--- src/rtl/fb_write_arbiter_pkg.sv ---
// Shared types for the frame-buffer write arbiter: FSM states, field widths
// and the pixel record that travels through the output register.
package fbw_pkg;

    localparam int COORD_W = 8;
    localparam int COLOR_W = 3;

    typedef enum logic [1:0] {
        IDLE  = 2'd0,
        DRAIN = 2'd1,
        CLEAR = 2'd2
    } fbw_state_e;

    typedef struct packed {
        logic [COORD_W-1:0] x;
        logic [COORD_W-1:0] y;
        logic [COLOR_W-1:0] r;
        logic [COLOR_W-1:0] g;
        logic [COLOR_W-1:0] b;
    } pixel_t;

    // Build a pixel from a coordinate pair and a packed {r,g,b} colour.
    function automatic pixel_t make_pixel(
        input logic [COORD_W-1:0]   x,
        input logic [COORD_W-1:0]   y,
        input logic [3*COLOR_W-1:0] rgb
    );
        pixel_t p;
        p.x = x;
        p.y = y;
        p.r = rgb[3*COLOR_W-1:2*COLOR_W];
        p.g = rgb[2*COLOR_W-1:COLOR_W];
        p.b = rgb[COLOR_W-1:0];
        return p;
    endfunction

endpackage

--- src/rtl/fb_write_arbiter_rr_arb2.sv ---
// Two-way round-robin grant. Purely combinational: the caller owns the
// last-served flop and feeds it back through 'last'; 'last_nxt' is the value
// that flop should take, moving only when 'update' reports a real transfer.
module rr_arb2 (
    input  logic [1:0] req,
    input  logic       update,
    input  logic       last,
    output logic [1:0] grant,
    output logic       last_nxt
);

    // Lone requester wins; on a tie the one not served last wins
    always_comb begin
        grant = 2'b00;
        case (req)
            2'b01:   grant = 2'b01;
            2'b10:   grant = 2'b10;
            2'b11:   grant = last ? 2'b01 : 2'b10;
            default: grant = 2'b00;
        endcase
    end

    // Pointer follows the granted requester only on an actual transfer
    always_comb begin
        last_nxt = last;
        if (update && grant[1]) begin
            last_nxt = 1'b1;
        end else if (update && grant[0]) begin
            last_nxt = 1'b0;
        end else begin
            last_nxt = last;
        end
    end

endmodule

--- src/rtl/fb_write_arbiter.sv ---
// Frame-buffer write arbiter: merges the draw engine (req0) and the manual
// XY input (req1) into one registered pixel port, and can take the port over
// to sweep a solid clear colour across the whole screen.
module fb_write_arbiter
    import fbw_pkg::*;
#(
    parameter logic [COORD_W-1:0]   X_MAX   = 8'd255,
    parameter logic [COORD_W-1:0]   Y_MAX   = 8'd255,
    parameter logic [3*COLOR_W-1:0] CLR_RGB = 9'h000
) (
    input  logic               CLK,
    input  logic               RST,
    input  logic               req0_valid,
    output logic               req0_ready,
    input  logic [COORD_W-1:0] req0_x,
    input  logic [COORD_W-1:0] req0_y,
    input  logic [COLOR_W-1:0] req0_r,
    input  logic [COLOR_W-1:0] req0_g,
    input  logic [COLOR_W-1:0] req0_b,
    input  logic               req1_valid,
    output logic               req1_ready,
    input  logic [COORD_W-1:0] req1_x,
    input  logic [COORD_W-1:0] req1_y,
    input  logic [COLOR_W-1:0] req1_r,
    input  logic [COLOR_W-1:0] req1_g,
    input  logic [COLOR_W-1:0] req1_b,
    input  logic               clr_start,
    output logic               clr_busy,
    output logic               clr_done,
    input  logic               wr_ok,
    output logic               write_we,
    output logic [COORD_W-1:0] write_x,
    output logic [COORD_W-1:0] write_y,
    output logic [COLOR_W-1:0] write_r,
    output logic [COLOR_W-1:0] write_g,
    output logic [COLOR_W-1:0] write_b
);

    fbw_state_e         state_q,    state_d;
    pixel_t             wr_pix_q,   wr_pix_d;
    logic               write_we_q, write_we_d;
    logic               clr_busy_q, clr_busy_d;
    logic               clr_done_q, clr_done_d;
    logic               last_q,     last_d;
    logic [COORD_W-1:0] clr_x_q,    clr_x_d;
    logic [COORD_W-1:0] clr_y_q,    clr_y_d;

    logic               retire_s;
    logic               out_free_s;
    logic               xfer0_s;
    logic               xfer1_s;
    logic [1:0]         grant_s;
    logic               last_nxt_s;
    pixel_t             req0_pix_s;
    pixel_t             req1_pix_s;

    assign retire_s   = write_we_q & wr_ok;
    assign out_free_s = ~write_we_q | wr_ok;
    assign xfer0_s    = req0_valid & req0_ready;
    assign xfer1_s    = req1_valid & req1_ready;
    assign req0_pix_s = make_pixel(req0_x, req0_y, {req0_r, req0_g, req0_b});
    assign req1_pix_s = make_pixel(req1_x, req1_y, {req1_r, req1_g, req1_b});

    rr_arb2 u_rr_arb2 (
        .req      ({req1_valid, req0_valid}),
        .update   (xfer0_s | xfer1_s),
        .last     (last_q),
        .grant    (grant_s),
        .last_nxt (last_nxt_s)
    );

    // Requesters are accepted only in IDLE with room in the output register;
    // a clear-start cycle and reset block acceptance so no pixel is lost
    always_comb begin
        req0_ready = 1'b0;
        req1_ready = 1'b0;
        if (!RST && (state_q == IDLE) && !clr_start && out_free_s) begin
            req0_ready = grant_s[0];
            req1_ready = grant_s[1];
        end else begin
            req0_ready = 1'b0;
            req1_ready = 1'b0;
        end
    end

    // Next state, next output pixel and clear-sweep counters
    always_comb begin
        state_d    = state_q;
        wr_pix_d   = wr_pix_q;
        clr_x_d    = clr_x_q;
        clr_y_d    = clr_y_q;
        clr_done_d = 1'b0;
        last_d     = last_nxt_s;
        if (retire_s) begin
            write_we_d = 1'b0;
        end else begin
            write_we_d = write_we_q;
        end

        case (state_q)
            IDLE: begin
                if (clr_start) begin
                    if (write_we_q && !wr_ok) begin
                        state_d = DRAIN;
                    end else begin
                        state_d    = CLEAR;
                        clr_x_d    = {COORD_W{1'b0}};
                        clr_y_d    = {COORD_W{1'b0}};
                        wr_pix_d   = make_pixel({COORD_W{1'b0}}, {COORD_W{1'b0}}, CLR_RGB);
                        write_we_d = 1'b1;
                    end
                end else if (xfer0_s) begin
                    wr_pix_d   = req0_pix_s;
                    write_we_d = 1'b1;
                end else if (xfer1_s) begin
                    wr_pix_d   = req1_pix_s;
                    write_we_d = 1'b1;
                end else begin
                    wr_pix_d = wr_pix_q;
                end
            end
            DRAIN: begin
                // Sweep starts at the same edge that frees the port
                if (retire_s) begin
                    state_d    = CLEAR;
                    clr_x_d    = {COORD_W{1'b0}};
                    clr_y_d    = {COORD_W{1'b0}};
                    wr_pix_d   = make_pixel({COORD_W{1'b0}}, {COORD_W{1'b0}}, CLR_RGB);
                    write_we_d = 1'b1;
                end else begin
                    state_d = DRAIN;
                end
            end
            CLEAR: begin
                if (retire_s) begin
                    if (clr_x_q == X_MAX) begin
                        if (clr_y_q == Y_MAX) begin
                            state_d    = IDLE;
                            clr_done_d = 1'b1;
                            clr_x_d    = {COORD_W{1'b0}};
                            clr_y_d    = {COORD_W{1'b0}};
                        end else begin
                            clr_x_d    = {COORD_W{1'b0}};
                            clr_y_d    = clr_y_q + 8'd1;
                            wr_pix_d   = make_pixel(clr_x_d, clr_y_d, CLR_RGB);
                            write_we_d = 1'b1;
                        end
                    end else begin
                        clr_x_d    = clr_x_q + 8'd1;
                        wr_pix_d   = make_pixel(clr_x_d, clr_y_q, CLR_RGB);
                        write_we_d = 1'b1;
                    end
                end else begin
                    state_d = CLEAR;
                end
            end
            default: begin
                state_d    = IDLE;
                write_we_d = 1'b0;
            end
        endcase

        clr_busy_d = (state_d != IDLE);
    end

    // State and output registers with synchronous reset
    always_ff @(posedge CLK) begin
        if (RST) begin
            state_q    <= IDLE;
            wr_pix_q   <= '0;
            write_we_q <= 1'b0;
            clr_busy_q <= 1'b0;
            clr_done_q <= 1'b0;
            last_q     <= 1'b1;
            clr_x_q    <= {COORD_W{1'b0}};
            clr_y_q    <= {COORD_W{1'b0}};
        end else begin
            state_q    <= state_d;
            wr_pix_q   <= wr_pix_d;
            write_we_q <= write_we_d;
            clr_busy_q <= clr_busy_d;
            clr_done_q <= clr_done_d;
            last_q     <= last_d;
            clr_x_q    <= clr_x_d;
            clr_y_q    <= clr_y_d;
        end
    end

    assign write_we = write_we_q;
    assign write_x  = wr_pix_q.x;
    assign write_y  = wr_pix_q.y;
    assign write_r  = wr_pix_q.r;
    assign write_g  = wr_pix_q.g;
    assign write_b  = wr_pix_q.b;
    assign clr_busy = clr_busy_q;
    assign clr_done = clr_done_q;

endmodule

--- config.mk ---
export PLATFORM = sky130hd
export DESIGN_NAME = fb_write_arbiter
export DESIGN_NICKNAME = d
export VERILOG_FILES = /design/src/rtl/fb_write_arbiter_pkg.sv /design/src/rtl/fb_write_arbiter_rr_arb2.sv /design/src/rtl/fb_write_arbiter.sv
export SDC_FILE = /design/constraint.sdc
export NUM_CORES = 1
export LEC_CHECK = 0
export CORE_MARGIN = 1
export CORE_UTILIZATION = 30
export CTS_CLUSTER_SIZE = 16
export DETAILED_ROUTE_END_ITERATION = 7
export GPL_TIMING_DRIVEN = 0
export SLEW_MARGIN = 25
export SYNTH_ARGS = -nofsm -noshare
export SYNTH_HDL_FRONTEND = slang
export SYNTH_SLANG_ARGS = --single-unit
export TNS_END_PERCENT = 50
--- constraint.sdc ---
create_clock -name CLK -period 2.9 [get_ports CLK]
set_input_delay 0.29 -clock CLK [delete_from_list [all_inputs] [get_ports CLK]]
set_output_delay 0.29 -clock CLK [all_outputs]
set_load 0.01 [all_outputs]
# Yosys cells after proc, flatten, opt, wreduce, memory -nomap -nowiden

Index checks and enable logic that the tools add are counted.
W data, S select, Z words.

Bits of input ports: 56
Output and inout port bits: 30
Logic and storage cells: 96
Register bits: 47

Bitwise logic cells: 9
Reductions and logical operators: 17
Eq/ne operators: 15
Add/subtract/negate cells: 2
Mux-type cells: 41

Operators by type and width:

| cell                  | count |
|---|---|
| $mux W25              | 8 |
| $pmux W25 S3          | 1 |
| $mux W8               | 8 |
| $pmux W8 S3           | 2 |
| $add A8 B1 Y8 const B | 2 |
| $eq A8 B8 Y1 const B  | 2 |
| $mux W2               | 7 |
| $mux W1               | 12 |
| $pmux W2 S3           | 2 |
| $reduce_and A6 Y1     | 2 |
| $ne A2 B2 Y1 const B  | 5 |
| $eq A2 B2 Y1 const B  | 3 |
| $logic_and A1 B1 Y1   | 6 |
| $ne A3 B3 Y1 const B  | 2 |
| $reduce_and A5 Y1     | 1 |
| $eq A2 B1 Y1 const B  | 2 |
| $ne A4 B4 Y1 const B  | 1 |
| $not A1 Y1            | 4 |
| $reduce_or A4 Y1      | 1 |
| $and A1 B1 Y1         | 3 |
| $logic_not A1 Y1      | 3 |
| $pmux W1 S3           | 1 |
| $reduce_bool A3 Y1    | 1 |
| $logic_not A2 Y1      | 1 |
| 3 further kinds       | 4 |

# Longest topological paths before layout

Depth after elaboration: 10
Mapped depth: 9

# Hierarchy

A second synthesis with hierarchy kept.

Cell total of the unflattened synthesis: 351
Area, all modules: 2944.1 sq um

By module, submodules not included:

| module           | seq. area each (sq um) | area an instance (sq um) | cells an instance | times used |
|---|---|---|---|---|
| fb_write_arbiter | 940.9                  | 2914.0                   | 346               | 1 |
| rr_arb2          | 0.0                    | 30.0                     | 5                 | 1 |

# Worst setup path before layout

No wires, ideal clock.

Path type: register to register
Start: register state_q[0]
End: register wr_pix_q (netlist bit write_x[3])
Path slack: 0.741 ns
Period minus slack after synthesis: 2.159 ns
Buffers on the path: 2
Library setup time: 0.133 ns
Arrival time: 2.027 ns
Required time: 2.767 ns
Cell stages (with the launch flop): 10
Cells stage by stage: dfxtp_1 inv_1 ha_1 nand2b_4 or4_4 buf_6 buf_6 mux2_4 a22oi_1 a21oi_1

Longest elaborated chain between the ends: 9
Elaborated cells on any way between the ends: 20
Classes of those cells: eq/ne (7); mux (5); bitwise (2); reduce/logical (6)

Ends and longest elaborated chain:

| what                             | RTL line                                        | RTL |
|---|---|---|
| start, declared                  | fb_write_arbiter.sv:39                          | `fbw_state_e state_q, state_d;` |
| start signal, assigned           | fb_write_arbiter.sv:178                         | `state_q <= state_d;` |
| $logic_not A2 Y1                 | fb_write_arbiter.sv:77, fb_write_arbiter.sv:100 |  |
| $logic_and A1 B1 Y1 (3 in a row) | fb_write_arbiter.sv:77                          | `if (!RST && (state_q == IDLE) && !clr_start && out_free_s) begin` |
| $mux W1                          | fb_write_arbiter.sv:77                          |  |
| $and A1 B1 Y1                    | fb_write_arbiter.sv:59                          | `assign xfer0_s = req0_valid & req0_ready;` |
| $mux W25                         | fb_write_arbiter.sv:112                         | `end else if (xfer0_s) begin` |
| $mux W25                         | fb_write_arbiter.sv:102                         | `if (clr_start) begin` |
| $pmux W25 S3                     | fb_write_arbiter.sv:100                         | `case (state_q)` |
| end signal, assigned             | fb_write_arbiter.sv:179                         | `wr_pix_q <= wr_pix_d;` |
| end, declared                    | fb_write_arbiter.sv:40                          | `pixel_t wr_pix_q, wr_pix_d;` |

Several ways; a longest one is shown, not always the timed one.
A chain may end at the register's enable or synchronous reset.

# Worst setup path after layout

Start: register state_q[1]
End: output port req0_ready

Longest elaborated chain between the ends: 5

Ends and longest elaborated chain:

| what                             | RTL line               | RTL |
|---|---|---|
| $logic_not A2 Y1                 | fb_write_arbiter.sv:77 |  |
| $logic_and A1 B1 Y1 (3 in a row) | fb_write_arbiter.sv:77 |  |
| $mux W1                          | fb_write_arbiter.sv:77 |  |
| end, declared                    | fb_write_arbiter.sv:14 | `output logic req0_ready,` |

No other way between the ends.

==> results.py <==
metrics = {
    "sta": {
        "setup_slack_ps": 101,
        "min_period_ps": 2800,
        "max_freq_mhz": 357,
        "setup_viol": 0,
        "relSlewSlack_pct": 41.2,
        "tns_ps": 0,
        "skew_ps": 6.96,
        "finalCritPeriodShare_pct": 96.5,
        "finalHoldViolCount": 0,
        "worst_pin_slew_ps": 873,
        "rsz0062_at_grt": "false",
        "slew_violations": 0,
    },
    "logic_synthesis": {
        "syn-cell-area_sq_mm": 0.00282,
        "synth_warnings": 0,
        "synth_top_area_cell": "dfxtp_1",
        "ys_ff_latch": 47,
        "syn_inst": 343,
        "syn_avg_cell_area_sq_um": 8.21,
        "ys_seq_area_share_pct": 33.4,
        "synth_nets": 405,
        "synth_area_leaders": "dfxtp_1, a21oi_1, o21ai_0",
        "yosys.area.top_type_share_pct": 33.4,
        "synth.distinct_cells": 48,
    },
    "critical_path": {
        "end_kind": "primary output",
        "reg2reg_setup_slack_ps": 300,
        "crit_type": "reg2out",
        "startpoint_type": "flop",
        "crit_start": "state_q[1]$_SDFF_PP0_",
        "arrival_ps": 2510,
        "r2r-start": "state_q[0]$_SDFF_PP0_",
        "cp_data_required_time_ps": 2610,
        "critPathMaxFanout": 10,
    },
    "finish": {
        "drive_above_1_share_pct": 11.0,
        "fin_cells": 543,
        "fill_cells": 911,
        "multiInputGateArea_sq_mm": 0.00175,
        "syn_to_final_growth_pct": 38.5,
        "seq_area_sq_um": 941,
        "final_nets": 497,
        "n_antenna_cell": 0,
    },
    "routing": {
        "dr_total_vias": 2930,
        "firstDrtPassIters": 5,
        "drc": 0,
        "wl_per_cell_um": 16.5,
        "drt_wl_total_um": 8960,
        "antenna_left": 0,
        "drt_iter0_drc": 123,
        "via_per_inst": 5.40,
    },
    "clocking": {
        "htreeDepth": 2,
        "cts_buffers": 5,
        "insertion_delay_ps": 310,
        "clock-sinks": 47,
        "root_buffer": "clkbuf_8",
        "path_clk_slew_ps": 90,
        "cts_hold_buf": 0,
        "cts_tree": "done",
        "clock_path_buffers": 2,
    },
    "die": {
        "initial_utilization_pct": 31.7,
        "core_region_area_sq_mm": 0.00889,
        "placementRows": 34,
        "ios": 86,
        "fp.dieH_um": 98.9,
        "design.die.area_sq_mm": 0.00978,
        "die_w_um": 98.9,
    },
    "placed_design": {
        "io_buffers": 85,
        "dpl.cell_count": 536,
        "dpl.hpwl_um": 6830,
        "pre_cts_slack_ps": 23.5,
        "globalplace.congestion": 0.902,
    },
    "grt": {
        "track_usage_pct": 18.9,
        "grt_max_degree": 15,
        "antenna_found_initial": 0,
        "gr-total-overflow": 0,
        "grt_pass1_wl_um": 14600,
        "grt_pass1_vias": 2796,
    },
    "power_and_ir_drop": {
        "p_leak_nw": 1.43,
        "ir_drop_uv": 310,
        "power_density_mw_per_mm2": 769,
    },
    "outcome": {
        "outcome": "finished, final reports clean",
    },
    "worst_hold_path": {
        "min_from": "write_b[1]$_SDFFE_PP0P_",
        "hp-class": "reg2reg",
    },
    "run": {
        "drv_cap": 0,
    },
}
==> layout by cell type (no fill, tap or decap), drive strengths merged, types with 5 or more instances in the layout <==
master / n
mux2: 21
inv: 7
nand2: 25
mux2i: 6
or4: 6
clkbuf: 16
nand3: 19
xor2: 6
a22oi: 10
nor4: 7
o21ai: 34
nor2: 25
a21oi: 41
xnor2: 6
nor3: 5
buf: 9
ha: 6
dfxtp: 47
clkdlybuf4s50: 84
==> worst paths after layout <==
check                                          endpoint  cells past startpoint
worst min register to register  write_b[1]$_SDFFE_PP0P_                      2
worst max register to register  clr_y_q[6]$_SDFFE_PP0P_                      7
worst max-delay path                         req0_ready                      8
worst min-delay path            write_b[1]$_SDFFE_PP0P_                      2
==> cells in the mapped netlist, drive strengths merged <==
cell    instances
nor2b           3
or2             3
o221a           2
nor3            5
nand3b          3
a221oi          3
clkbuf         11
o22ai           1
o31ai           2
mux2i           6
clkinv          1
o21ai          34
and3            3
ha              6
a21oi          41
buf             9
inv             7
o21a            2
o21bai          1
a211oi          1
nand4b          2
nand2          25
nand3          19
xor2            6
a31o            2
nand2b          4
a31oi           1
a22oi          10
nor3b           3
o22a            2
a21boi          2
or4             6
nor4            7
xnor2           6
nor2           25
and2            4
and4            1
dfxtp          47
mux2           21
nand4           4
or3             2
==> sequential cells by signal (all words and copies together), names as in the netlist, 2 cells and up <==
| register | flops |
|---|---|
| write_b | 3 |
| clr_x_q | 8 |
| clr_y_q | 8 |
| write_y | 8 |
| write_r | 3 |
| write_x | 8 |
| write_g | 3 |
| state_q | 2 |
==> metal layers <==
metal  global-route usage [%]  routed length [um]  vias to the layer above  share of wire [%]
met2                     31.6                4310                       89                 48
met1                     25.5                4110                     1400                 46
met5                        0                   0                        -                  0
li1                         -                   -                     1429                  -
met3                     2.41                 425                       12                4.7
met4                     5.40                 117                        0                1.3
==> per-stage QoR <==
stage	cell area (sq um)	util [%]	total power [mW]	hold slack, ps
global route	3900	43.9	3.22	479
CTS	3890	43.7	2.98	455
finish	3900	43.9	3.00	456
detailed placement	3800	42.8	2.56	446
floorplan	2820	-	1.86	458
global placement	3800	42.8	2.55	438
==> timing repair <==
action / 4_1_cts / 5_1_grt
gates cloned: 0 / 0
gates resized for setup: 1 / 3
setup buffers: 0 / 0
endpoints found under the setup margin: 1 / 1
==> critical path, cell delays in order, from the launching register on <==
cell             delay, ps
dfxtp_1                340
inv_1                  120
ha_4                   190
nand2b_4                80
or4_4                  530
buf_6                  170
buf_6                  160
inv_1                   60
clkdlybuf4s50_1        530
==> power by group <==
part | total, mW | switching [mW] | internal (mW)
Combinational | 1.67 | 0.938 | 0.734
Sequential | 0.922 | 0.106 | 0.816
Clock | 0.402 | 0.237 | 0.166
Total | 3.00 | 1.28 | 1.72
==> cells by family after synthesis <==
logic type	share of synthesized area, %
compound gates	22.0
xor+xnor	3.73
fa+ha+maj	2.67
buf+inv	4.80
flops	33.4
mux	11.2
simple gates	22.1
==> final cells by class <==
type,instances,area share (%)
clock inverters,2,0.353
plain buffers,20,2.70
well taps,108,3.47
flip-flops and latches,47,24.1
inverters,8,0.770
clock buffers,5,1.77
repair buffers,85,21.9
multi-input cells,268,44.9
No activity file was read; power rests on OpenSTA's default activity.
